===== src/rtl/ram_arb_pkg.sv =====
// Shared types for the RAM host arbiter: host identities, index width and the
// one-deep response record that follows every grant.
package ram_arb_pkg;

  typedef enum logic [1:0] {
    TestUtilHost = 2'd0,
    CoreD        = 2'd1,
    CoreI        = 2'd2
  } host_e;

  localparam int NrHostsDefault = 3;
  // Wide enough for up to 16 hosts; the picker and response demux use this width.
  localparam int HostIdxWidth   = 4;

  typedef struct packed {
    logic                    vld;
    logic [HostIdxWidth-1:0] host_idx;
    logic                    err;
  } rsp_state_t;

endpackage


===== src/rtl/ram_arb_prio_pick.sv =====
// Combinational winner selection: starved requesters take precedence over the
// plain static order; within either group the lowest index wins.
module ram_arb_prio_pick
  import ram_arb_pkg::*;
#(
  parameter int NrHosts = NrHostsDefault
) (
  input  logic [NrHosts-1:0]      req,
  input  logic [NrHosts-1:0]      starved,
  output logic [NrHosts-1:0]      gnt,
  output logic [HostIdxWidth-1:0] idx
);

  logic [NrHosts-1:0] cand;

  always_comb begin
    cand = (|(req & starved)) ? (req & starved) : req;
    idx  = '0;
    gnt  = '0;
    // Scan from the top so the last hit is the lowest index.
    for (int i = NrHosts - 1; i >= 0; i--) begin
      if (cand[i]) idx = HostIdxWidth'(i);
    end
    for (int i = 0; i < NrHosts; i++) begin
      gnt[i] = cand[i] && (idx == HostIdxWidth'(i));
    end
  end

endmodule


===== src/rtl/ram_host_arbiter.sv =====
// Shares one single-port RAM among several hosts: same-cycle grant, fixed
// one-cycle response routing, and error responses outside the RAM window.
module ram_host_arbiter
  import ram_arb_pkg::*;
#(
  parameter int                   NrHosts      = NrHostsDefault,
  parameter int                   AddrWidth    = 32,
  parameter int                   DataWidth    = 32,
  parameter int                   RamSizeWords = 16384,
  parameter logic [AddrWidth-1:0] RamBaseAddr  = '0,
  parameter int                   MaxWait      = 8
) (
  input  logic                                 clk_i,
  input  logic                                 rst_i,
  input  logic [NrHosts-1:0]                   host_req_i,
  output logic [NrHosts-1:0]                   host_gnt_o,
  input  logic [NrHosts-1:0][AddrWidth-1:0]    host_addr_i,
  input  logic [NrHosts-1:0]                   host_we_i,
  input  logic [NrHosts-1:0][DataWidth/8-1:0]  host_be_i,
  input  logic [NrHosts-1:0][DataWidth-1:0]    host_wdata_i,
  output logic [NrHosts-1:0]                   host_rvalid_o,
  output logic [NrHosts-1:0][DataWidth-1:0]    host_rdata_o,
  output logic [NrHosts-1:0]                   host_err_o,
  output logic                                 ram_req_o,
  output logic                                 ram_we_o,
  output logic [DataWidth/8-1:0]               ram_be_o,
  output logic [AddrWidth-1:0]                 ram_addr_o,
  output logic [DataWidth-1:0]                 ram_wdata_o,
  input  logic                                 ram_rvalid_i,
  input  logic [DataWidth-1:0]                 ram_rdata_i
);

  localparam int                   BeWidth    = DataWidth / 8;
  localparam logic [AddrWidth-1:0] WinMask    = ~AddrWidth'(RamSizeWords * 4 - 1);
  localparam logic [7:0]           MaxWaitCnt = 8'(MaxWait);

  logic [NrHosts-1:0]      starved;
  logic [NrHosts-1:0]      gnt;
  logic [HostIdxWidth-1:0] win_idx;
  logic [AddrWidth-1:0]    win_addr;
  logic [DataWidth-1:0]    win_wdata;
  logic [BeWidth-1:0]      win_be;
  logic                    win_we;
  logic                    any_gnt;
  logic                    in_range;
  rsp_state_t              rsp_q;

  ram_arb_prio_pick #(.NrHosts(NrHosts)) u_pick (
    .req     (host_req_i),
    .starved (starved),
    .gnt     (gnt),
    .idx     (win_idx)
  );

  assign host_gnt_o = gnt;
  assign any_gnt    = |gnt;

  genvar gi;
  generate
    for (gi = 0; gi < NrHosts; gi++) begin : g_host
      logic [7:0] wait_q;

      // Counts cycles spent requesting without a grant; dropping req forgets it.
      always_ff @(posedge clk_i or posedge rst_i) begin
        if (rst_i) begin
          wait_q <= '0;
        end else if (!host_req_i[gi] || gnt[gi]) begin
          wait_q <= '0;
        end else if (wait_q != MaxWaitCnt) begin
          wait_q <= wait_q + 8'd1;
        end
      end

      assign starved[gi]       = (wait_q == MaxWaitCnt);
      assign host_rvalid_o[gi] = rsp_q.vld && (rsp_q.host_idx == HostIdxWidth'(gi));
      assign host_err_o[gi]    = host_rvalid_o[gi] && rsp_q.err;
      assign host_rdata_o[gi]  = (host_rvalid_o[gi] && !rsp_q.err) ? ram_rdata_i : '0;
    end
  endgenerate

  // One-hot AND-OR mux of the winning host's request fields.
  always_comb begin
    win_addr  = '0;
    win_wdata = '0;
    win_be    = '0;
    win_we    = 1'b0;
    for (int i = 0; i < NrHosts; i++) begin
      if (gnt[i]) begin
        win_addr  = host_addr_i[i];
        win_wdata = host_wdata_i[i];
        win_be    = host_be_i[i];
        win_we    = host_we_i[i];
      end
    end
  end

  assign in_range    = ((win_addr & WinMask) == RamBaseAddr);
  assign ram_req_o   = any_gnt && in_range;
  assign ram_we_o    = ram_req_o && win_we;
  assign ram_be_o    = ram_req_o ? win_be    : '0;
  assign ram_addr_o  = ram_req_o ? win_addr  : '0;
  assign ram_wdata_o = ram_req_o ? win_wdata : '0;

  always_ff @(posedge clk_i or posedge rst_i) begin
    if (rst_i) begin
      rsp_q <= '0;
    end else if (any_gnt) begin
      rsp_q <= '{vld: 1'b1, host_idx: win_idx, err: !in_range};
    end else begin
      rsp_q <= '0;
    end
  end

  // The RAM must answer exactly the accesses that were forwarded to it.
  a_ram_rvalid : assert property (@(posedge clk_i) disable iff (rst_i)
    ram_rvalid_i == (rsp_q.vld && !rsp_q.err));

endmodule


===== config.mk =====
export PLATFORM = sky130hd
export DESIGN_NAME = ram_host_arbiter
export DESIGN_NICKNAME = d
export VERILOG_FILES = /design/src/rtl/ram_arb_pkg.sv /design/src/rtl/ram_arb_prio_pick.sv /design/src/rtl/ram_host_arbiter.sv
export SDC_FILE = /design/constraint.sdc
export NUM_CORES = 1
export LEC_CHECK = 0
export CORE_AREA = 2 2 164 166
export DETAILED_ROUTE_END_ITERATION = 12
export DIE_AREA = 0 0 166 168
export PLACE_DENSITY = 0.51
export SLEW_MARGIN = 30
export SYNTH_ARGS = -nofsm -noshare
export SYNTH_HDL_FRONTEND = slang
export SYNTH_SLANG_ARGS = --single-unit

===== constraint.sdc =====
create_clock -name clk_i -period 3.7 [get_ports clk_i]
set_clock_uncertainty 0.05 [all_clocks]
set_input_delay 0.925 -clock clk_i [delete_from_list [all_inputs] [get_ports clk_i]]
set_output_delay 0.925 -clock clk_i [all_outputs]
set_load 0.005 [all_outputs]

### Yosys cells after proc, flatten, opt, wreduce, memory -nomap -nowiden

Cells that the tools add are included.

| cells by class | value |
|---|---|
| $add $sub $neg | 3 |
| reductions and logical operators | 30 |
| bitwise gates (word level) | 1 |
| equal/unequal tests | 10 |
| muxes and demuxes | 29 |

Operator list:

| operator | count |
|---|---|
| two-way mux 32 bit | 11 |
| two-way mux 8 bit | 6 |
| logical NOT 32 bit | 1 |
| adder 8 x 1 -> 8 bit (second input constant) | 3 |
| equality test 8 x 4 -> 1 bit (second input constant) | 3 |
| inequality test 8 x 4 -> 1 bit (second input constant) | 3 |
| two-way mux 4 bit | 4 |
| logical AND 1 bit | 14 |
| logical NOT 4 bit | 2 |
| two-way mux 2 bit | 3 |
| two-way mux 6 bit | 1 |
| nonzero test 2 bit | 3 |
| OR reduction 3 bit | 2 |
| logical NOT 1 bit | 5 |
| equality test 4 x 1 -> 1 bit (second input constant) | 1 |
| equality test 4 x 2 -> 1 bit (second input constant) | 1 |
| bitwise AND 3 bit | 1 |
| logical OR 1 bit | 3 |
| two-way mux 1 bit | 3 |
| two-way mux 3 bit | 1 |
| equality test 2 x 1 -> 1 bit (second input constant) | 1 |
| equality test 2 bit (second input constant) | 1 |

| word-level totals | value |
|---|---|
| output and inout port bits | 175 |
| word-level logic and storage cells | 79 |
| input port bits | 245 |
| bits in registers | 30 |

### Longest topological paths before layout

Gate-level depths: netlist of run 1.

| depth | value |
|---|---|
| depth after elaboration | 15 |
| gate-level depth with buffers | 13 |
| depth with buffers taken out | 10 |

### Cells and area by module

Synthesis of run 1 repeated with hierarchy kept, for this count alone.

| unflattened totals | value |
|---|---|
| cell total of the unflattened synthesis | 709 |
| area, all modules | 4,823.4 µm² |

By module, submodules not included:

| module | area an instance (µm²) | seq. area each (µm²) | times used | cells each |
|---|---|---|---|---|
| ram_host_arbiter | 4,728.3 | 750.7 | 1 | 695 |
| ram_arb_prio_pick | 95.1 | 0.0 | 1 | 14 |

### Worst setup path before layout of run 1

No wires, ideal clock.

| path | value |
|---|---|
| path kind | input to output |
| start | in host_req_i[0] |
| end | out ram_addr_o[0] |
| data required time | 2.725 ns |
| stages | 8 |
| data arrival time | 2.984 ns |
| setup slack | -0.259 ns |
| buffers on the path | 2 |
| path through | buf_2 nor4bb_1 a211oi_1 or2_2 a2111oi_4 o22ai_1 buf_2 nor4_2 |

| between the ends | value |
|---|---|
| longest elaborated chain between the ends | 14 |
| elaborated cells between the ends (all ways) | 19 |
| those cells by class | 2 x eq/ne; 8 x mux; 1 x bitwise; 8 x reduce/logical |

RTL lines:

| item | line | source |
|---|---|---|
| from (decl) | ram_host_arbiter.sv:15 | `input logic [NrHosts-1:0] host_req_i,` |
| bitwise AND 3 bit | ram_arb_prio_pick.sv:17 | `cand = (\|(req & starved)) ? (req & starved) : req;` |
| OR reduction 3 bit | ram_arb_prio_pick.sv:17 |  |
| two-way mux 3 bit * | ram_arb_prio_pick.sv:17 |  |
| two-way mux 2 bit (3 in series) | ram_arb_prio_pick.sv:22 | `if (cand[i]) idx = HostIdxWidth'(i);` |
| logical NOT 4 bit | ram_arb_prio_pick.sv:25 | `gnt[i] = cand[i] && (idx == HostIdxWidth'(i));` |
| logical AND 1 bit | ram_arb_prio_pick.sv:25 |  |
| two-way mux 32 bit (3 in series) | ram_host_arbiter.sv:88 | `if (gnt[i]) begin` |
| logical NOT 32 bit | ram_host_arbiter.sv:97 | `assign in_range = ((win_addr & WinMask) == RamBaseAddr);` |
| logical AND 1 bit | ram_host_arbiter.sv:98 | `assign ram_req_o = any_gnt && in_range;` |
| two-way mux 32 bit * | ram_host_arbiter.sv:101 | `assign ram_addr_o = ram_req_o ? win_addr : '0;` |
| to (decl) | ram_host_arbiter.sv:27 | `output logic [AddrWidth-1:0] ram_addr_o,` |

Every way passes the cells marked *; elsewhere a longest branch is shown, timed or not.

### Worst setup path after layout of run 1

| path | value |
|---|---|
| start | reg g_host[1].wait_q[0] |
| end | out ram_addr_o[6] |

| between the ends | value |
|---|---|
| longest elaborated chain between the ends | 15 |
| elaborated cells between the ends (all ways) | 20 |
| those cells by class | 3 x eq/ne; 8 x mux; 1 x bitwise; 8 x reduce/logical |

RTL lines:

| item | line | source |
|---|---|---|
| from (decl) | ram_host_arbiter.sv:61 | `logic [7:0] wait_q;` |
| from (signal assigned) | ram_host_arbiter.sv:70 | `wait_q <= wait_q + 8'd1;` |
| equality test 8 x 4 -> 1 bit * | ram_host_arbiter.sv:74 | `assign starved[gi] = (wait_q == MaxWaitCnt);` |
| bitwise AND 3 bit * | ram_arb_prio_pick.sv:17 |  |
| OR reduction 3 bit | ram_arb_prio_pick.sv:17 |  |
| two-way mux 3 bit * | ram_arb_prio_pick.sv:17 |  |
| two-way mux 2 bit (3 in series) | ram_arb_prio_pick.sv:22 |  |
| logical NOT 4 bit | ram_arb_prio_pick.sv:25 |  |
| logical AND 1 bit | ram_arb_prio_pick.sv:25 |  |
| two-way mux 32 bit (3 in series) | ram_host_arbiter.sv:88 |  |
| logical NOT 32 bit | ram_host_arbiter.sv:97 |  |
| logical AND 1 bit | ram_host_arbiter.sv:98 |  |
| two-way mux 32 bit * | ram_host_arbiter.sv:101 |  |

Marks and branches as above.

==> metrics.md, run 1 <==
| Metric | Value |
|---|---|
| Syn Area/Cell | 8.11 µm² |
| Die width | 166 µm |
| Share of cells above drive strength 1 | 0.261 |
| Delay-heaviest family, CP | simple AND/OR/NAND/NOR gates |
| First-pass GRT wire length | 35700 µm |
| I/O pin cnt | 420 |
| Final Cycle Share | 1.08 |
| Worst path bufs/invs | 5 |
| Reg2reg setup slack | 0.83 ns |
| PwrDens | 152 nW/µm² |
| Via Count | 5581 |
| Worst setup path class | flop to output pin |
| Port Buffer Count | 402 |
| Status | finished, violations left |
| Synth Instances | 503 |
| Post-synth cell types | 51 |
| Routed WL per cell | 18.9 µm |
| Ys flop type | dfrtp_1 |
| Mapped Area | 4080 µm² |
| Slowest stage delay, CP | 0.47 ns |
| Die Area | 27900 µm² |
| Post-synth EDFFs | 0 |
| Crit path to | ram_addr_o[6] |
| Seq/Total Area, Yosys | 0.172 |
| Row cnt | 60 |
| Overall Power | 1470 µW |
| CTS tree | yes |
| Net Sw Frac | 0.333 |
| Critical register-to-register path endpoint | rsp_q[0] |
| Vias in the first global route | 5466 |
| Total core area | 26400 µm² |
| Layout area overhead | 138% |
| Fin crit period | 3.99 ns |
| Min-Delay Path Class | flop to flop |
| Beginning of the critical path | g_host[1].wait_q[0] |
| Slowest CP cell | or4b_4 |
| Setup violators final | 54 |
| Cts bufs inserted | 3 |
| Crit path DAT | 3.02 ns |
| GR Overflow Total | 0 |
| Fmax | 251 MHz |
| Async set or reset register ratio after synthesis | 1.00 |
| Clock slew at reported path FFs | 0.07 ns |
| Worst R2R Path Depth | 12 |
| Sequential power share | 0.215 |
| Clock Root Buffer | clkbuf_16 |
| Pre-antenna DRT Iters | 4 |
| Peak VDD IR | 148 µV |
| Sink Count | 28 |
| Worst skew pair latency | 0.26 ns |
| Instance count on the critical path | 12 |
| Die Y | 168 µm |
| Final slew viol count | 0 |
| Post-Place Worst Slack | -1.07 ns |
| Initial core utilization | 0.155 |
| Post-layout util | 0.369 |
| RR Startpoint | g_host[1].wait_q[0] |
| Max-cap violations | 0 |
| Max-Slew Margin vs Limit | 0.592 |
| CP most frequent cell | buf_6 |
| Int Power | 984 µW |
| Initial antenna violation count | 1 |
| Crit path max fanout | 5 |
| Residual DRC | 0 |
| Psw | 490 µW |
| Yosys synthesis warning count | 0 |
| GP Congestion | 0.797 |
| TNS Setup | -12.82 ns |
| Clock power frac | 0.184 |
| Setup slack after layout | -0.291 ns |
| DP HPWL | 19600 µm |
| Leakage | 0.00394 µW |
| Startpoint Class | flop |
| Tot GR Track Use | 0.165 |
| CP Cell Sequence | inv_1 -> ha_1 -> or4b_4 -> or2_4 -> buf_6 -> o211a_1 -> a2111oi_4 -> o22ai_4 -> buf_6 -> bufbuf_16 -> nor4_4 -> buf_2 |
| Flops & latches, synth | 28 |
| Vias per cell | 4.26 |
| H-tree depth | 1 |
| Layout Nets | 1221 |
| RSZ-0062 raised after global routing | true |
| Final wirelength | 24800 µm |
| Combinational Power Share | 0.601 |
| Final ANT Viol Nets | 0 |
| Crit. End Element | output pin |
| Req. time, crit path | 2.72 ns |
| Worst-margin pin slew | 0.607 ns |
| Failing checks | negative setup slack |
| Bufs on Longest Clock Path | 2 |
| DRT iter0 DRCs | 216 |
| Fin. Hold Viols | 0 |
| Pin count of the biggest net entering global routing | 32 |
worst reg2reg max path, stage by stage, from the launching register on:
cell and delay [ns]:
dfrtp_1 0.38, inv_1 0.06, ha_1 0.13, or4b_4 0.47
or2_4 0.27, buf_6 0.12, o211a_1 0.14, a2111oi_4 0.26
o22ai_4 0.13, buf_6 0.15, buf_12 0.13, buf_8 0.13
or3_1 0.34
power by group through the flow:
stage	Clock [µW]	Combinational [µW]	Sequential, µW
5_1_grt	294	939	317
3_5_place_dp	0	713	323
3_3_place_gp	0	713	323
4_1_cts	281	845	317
6_report	271	886	317
2_1_floorplan	0	273	324
synthesized netlist by cell type (2+ instances only):
library cell / number / area share
nor2b_1: 3 / 0.0046
inv_2: 2 / 0.0018
nor2_1: 25 / 0.023
xnor2_1: 5 / 0.011
o22ai_1: 2 / 0.0031
buf_2: 11 / 0.013
o21ai_0: 5 / 0.0061
ha_1: 6 / 0.018
buf_1: 3 / 0.0028
or2_2: 3 / 0.0046
and3b_1: 2 / 0.0043
buf_6: 7 / 0.019
a22o_1: 54 / 0.12
inv_1: 12 / 0.011
nand3_1: 13 / 0.016
a21o_1: 2 / 0.0037
dfrtp_1: 28 / 0.17
nor4_2: 50 / 0.15
nor3_1: 6 / 0.0074
buf_4: 16 / 0.029
a21boi_0: 2 / 0.0037
nand2_1: 13 / 0.012
and3_1: 6 / 0.0092
nor4_1: 8 / 0.012
o211ai_1: 2 / 0.0037
clkbuf_1: 23 / 0.021
a21oi_1: 58 / 0.071
xor2_1: 12 / 0.026
and2_1: 101 / 0.15
or4_1: 2 / 0.0037
stage by stage:
step / cells / hold WS, ns / area, µm²
after floorplan: 518 / 0.426 / 4200
after global placement: 1280 / 0.477 / 9000
after detailed placement: 1280 / 0.486 / 9000
after CTS: 1306 / 0.498 / 9460
after global routing: 1311 / 0.550 / 9730
final: 1311 / 0.497 / 9730
timing repair:
action | CTS | global route
gates resized for setup | 302 | 25
hold buffers | 0 | 0
setup buffers | 14 | 2
setup endpoints to repair | 57 | 56
pin swaps | 50 | 5
cloned | 10 | 2
logic make-up (layout without fill, tap and decap cells):
logic type               after synthesis  after routing  synth area share
XOR/XNOR                              17             17            0.0365
AO/OA/AOI/OAI                        132            132             0.236
buffers and inverters                 74            525            0.0991
adder cells (fa/ha/maj)                6              6            0.0184
other                                  1             17          0.000919
flip-flops                            28             28             0.172
AND/OR/NAND/NOR                      245            245             0.437
cells in the final DEF (no fill, tap or decap), drive strengths merged, types with 12 or more instances in the layout:
master and instances:
nand2 14, inv 14, nor4 58, clkdlybuf4s50 336
a22o 54, nor2 25, conb 16, buf 159
nand3 14, a21oi 58, dfrtp 28, and2 101
xor2 12
cell type report:
cell class              count  area (µm²)
diodes                      1        2.50
clock buffers               4        88.8
fillers                  2709       16600
inverters                  14        67.6
multi-input cells         416        3420
flip-flops and latches     28         701
well taps                 341         427
repair buffers            507        5020
sequential cells by signal, summed over array words and instances (netlist names):
name and count:
g_host.wait_q 24, rsp_q 4
worst min-delay path by stage:
| stage | from | endpoint | depth (start not counted) |
|---|---|---|---|
| after floorplan | g_host[0].wait_q[0] | g_host[0].wait_q[0] | 1 |
| after global placement | g_host[2].wait_q[7] | g_host[2].wait_q[7] | 2 |
| after detailed placement | g_host[0].wait_q[0] | g_host[0].wait_q[0] | 2 |
| after CTS | g_host[0].wait_q[0] | g_host[0].wait_q[0] | 2 |
| after global routing | g_host[0].wait_q[0] | g_host[0].wait_q[0] | 2 |
| final | g_host[0].wait_q[0] | g_host[0].wait_q[0] | 2 |
metal layers:
| layer | share of wire | vias to the layer above | GRT usage |
|---|---|---|---|
| met3 | 0.065 | 6 | 0.0287 |
| li1 | - | 2745 | - |
| met1 | 0.42 | 2593 | 0.214 |
| met2 | 0.51 | 237 | 0.300 |
| met4 | 0.0028 | 0 | 0.0102 |
| met5 | 0 | - | 0 |
Note: power is estimated with default switching activity, not from simulation.
==> run 2, diff against run 1 <==
Settings changed: CAP_MARGIN set to 20, CTS_CLUSTER_DIAMETER set to 30, SETUP_SLACK_MARGIN set to 0.1.
==> run 2 against run 1 <==
  * The flow still finishes with violations (negative setup slack)
  * First-iteration DRC count is 36% lower
  * Die area unchanged
  * Flip-flop and latch count is the same
  * Combinational power grew 6.4%
  * Via count up 1.8%
  * Fmax down 3.0%
  * Routed wire length is 2.8% higher
==> metrics.md, run 2 (synthesized netlist as in run 1, its figures left out) <==
| Metric | Value |
|---|---|
| Status | finished, violations left |
| Failing checks | negative setup slack |
| GP Congestion | 0.783 (-1.8%) |
| Reg2reg setup slack | 0.77 ns (-0.06 ns) |
| Final cell count without fillers | 1335 (+1.8%) |
| Grt met1 use | 0.216 (+0.00188) |
| Min-Delay Path Class | flop to flop |
| # placed instances | 1288 (+0.63%) |
| Fin. Hold Viols | 0 (unchanged) |
| Clock slew at reported path FFs | 0.07 ns (about the same) |
| PwrDens | 153 nW/µm² (+0.80%) |
| H-tree depth | 1 (unchanged) |
| Worst-margin pin slew | 0.629 ns (+0.0215 ns) |
| Hold path endpoint | g_host[0].wait_q[0] |
| Worst setup path class | flop to output pin |
| Post-Place Worst Slack | -1.26 ns (-0.192 ns) |
| RSZ-0062 raised after global routing | true |
| Fin crit period | 4.12 ns (+0.125 ns) |
| Port Buffer Count | 402 (unchanged) |
| Die Area | 27900 µm² (unchanged) |
| Met3 Usage GRT | 0.0341 (+0.00541) |
| DP HPWL | 19800 µm (+0.82%) |
| Crit. End Element | output pin |
| Final wirelength | 25500 µm (+2.8%) |
| Max FFs per register | 24 (unchanged) |
| Vias per cell | 4.25 (about the same) |
| Residual DRC | 0 (unchanged) |
| Total core area | 26400 µm² (unchanged) |
| Most frequent cells in the layout | clkdlybuf4s50_1 (335), and2_1 (101), buf_4 (78), a21oi_1 (56), buf_2 (56) |
| Share of cells above drive strength 1 | 0.277 (+0.0157) |
| Max-Slew Margin vs Limit | 0.578 (-0.0144) |
| Final ANT Viol Nets | 0 (unchanged) |
| Die Y | 168 µm (unchanged) |
| Max-cap violations | 0 (unchanged) |
| Layout Nets | 1242 (+1.7%) |
| Layout area overhead | 146% |
| Hold slack final | 0.496 ns (-0.000624 ns) |
| Post-layout util | 0.381 (+0.0116) |
| Final Cycle Share | 1.11 (+0.0337) |
| Pin count of the biggest net entering global routing | 47 (+47%) |
| Via Count | 5679 (+1.8%) |
| Row cnt | 60 (unchanged) |
| Pre-antenna DRT Iters | 4 (unchanged) |
| Tot GR Track Use | 0.169 (+0.00424) |
| GRT busiest layer | met2 |
| Peak VDD IR | 136 µV (-8.0%) |
| Worst skew pair latency | 0.26 ns (about the same) |
| Hold path cells | 2 (unchanged) |
| Die width | 166 µm (unchanged) |
| RR Startpoint | g_host[1].wait_q[0] |
| I/O pin cnt | 420 (unchanged) |
| Startpoint Class | flop |
| Layout Cell Area excl Fill | 10000 µm² (+3.1%) |
| Vias in the first global route | 5678 (+3.9%) |
| Final slew viol count | 0 (unchanged) |
| Critical register-to-register path endpoint | rsp_q[0] |
| Initial core utilization | 0.155 (unchanged) |
| Routed WL per cell | 19.1 µm (+0.94%) |
| Setup slack after layout | -0.416 ns (-0.125 ns) |
| Fmax | 243 MHz (-3.0%) |
| Clock Root Buffer | clkbuf_16 |
| Initial antenna violation count | 3 (+2) |
| Sink Count | 28 (unchanged) |
| First-pass GRT wire length | 36500 µm (+2.0%) |
| DP Area | 9080 µm² (+0.93%) |
| Bufs on Longest Clock Path | 2 (unchanged) |
| DRT iter0 DRCs | 138 (-36%) |
| Leakage | 0.00408 µW (+3.4%) |
| Worst R2R Path Depth | 11 (-1) |
| Leading cell type in the layout, fill and taps excluded | clkdlybuf4s50_1 |
| Top flop regs | g_host.wait_q (24), rsp_q (4) |
| Crit path DAT | 3.14 ns (+0.12 ns) |
| Cts bufs inserted | 3 (unchanged) |
| Hold Crit Start | g_host[0].wait_q[0] |
| GR Overflow Total | 0 (unchanged) |
| Setup violators final | 54 (unchanged) |
| GR Layer Usage met2 | 0.296 (-0.00343) |
| Req. time, crit path | 2.72 ns (about the same) |
| Crit path max fanout | 5 (unchanged) |
| Reg with most FFs | g_host.wait_q |
| CTS tree | yes |
==> run 2: per-layer routing <==
| metal | part of all wire | vias up |
|---|---|---|
| li1 | - | 2788 |
| met3 | 0.053 | 20 |
| met5 | 0 | - |
| met1 | 0.42 | 2640 |
| met2 | 0.51 | 231 |
| met4 | 0.015 | 0 |
==> run 2: worst max-delay path by stage <==
stage | startpoint | to | slack (ns)
finish | g_host[1].wait_q[0] | ram_wdata_o[0] | -0.42
global route | g_host[1].wait_q[1] | ram_wdata_o[8] | -0.54
CTS | g_host[1].wait_q[0] | ram_wdata_o[28] | -0.38
detailed placement | host_req_i[0] | ram_wdata_o[28] | -1.26
global placement | host_req_i[0] | ram_wdata_o[28] | -1.28
floorplan | host_req_i[0] | ram_addr_o[0] | 0.05
==> run 2: final cells by class <==
| class | instances | area (µm²) |
|---|---|---|
| diodes | 4 | 10.0 |
| clock buffers | 4 | 88.8 |
| fillers | 2720 | 16300 |
| inverters | 14 | 65.1 |
| multi-input cells | 416 | 3530 |
| flip-flops and latches | 28 | 701 |
| well taps | 341 | 427 |
| repair buffers | 528 | 5210 |
==> run 2: timing repair <==
| item | 4_1_cts | 5_1_grt |
|---|---|---|
| gates resized for setup | 301 | 55 |
| hold buffers | 0 | 0 |
| pin swaps | 24 | 18 |
| endpoints found under the setup margin | 57 | 57 |
| gates cloned | 7 | 4 |
| buffers inserted | 24 | 8 |
==> run 2: worst max-delay path: stages, from the launching register on <==
cell       delay (ns)
dfrtp_1          0.39
inv_2            0.07
ha_4             0.12
or4b_4           0.46
or2_4            0.28
buf_6            0.13
o211a_1          0.14
a2111oi_4        0.28
o22ai_4          0.19
buf_12           0.19
buf_6            0.12
nor4_4           0.32
buf_2            0.19
==> run 2: where the power goes <==
| part | internal (µW) | switching, µW | total [µW] |
|---|---|---|---|
| logic | 536 | 407 | 943 |
| clock network | 166 | 107 | 273 |
| registers | 313 | 4.37 | 317 |
| total | 1010 | 518 | 1530 |
==> run 2: per-stage QoR <==
step                      setup TNS (ns)  total power (µW)
after detailed placement          -59.26              1050
after CTS                         -17.37              1460
after global placement            -58.92              1050
after floorplan                        0               607
final                             -17.46              1530
after global routing              -24.92              1610
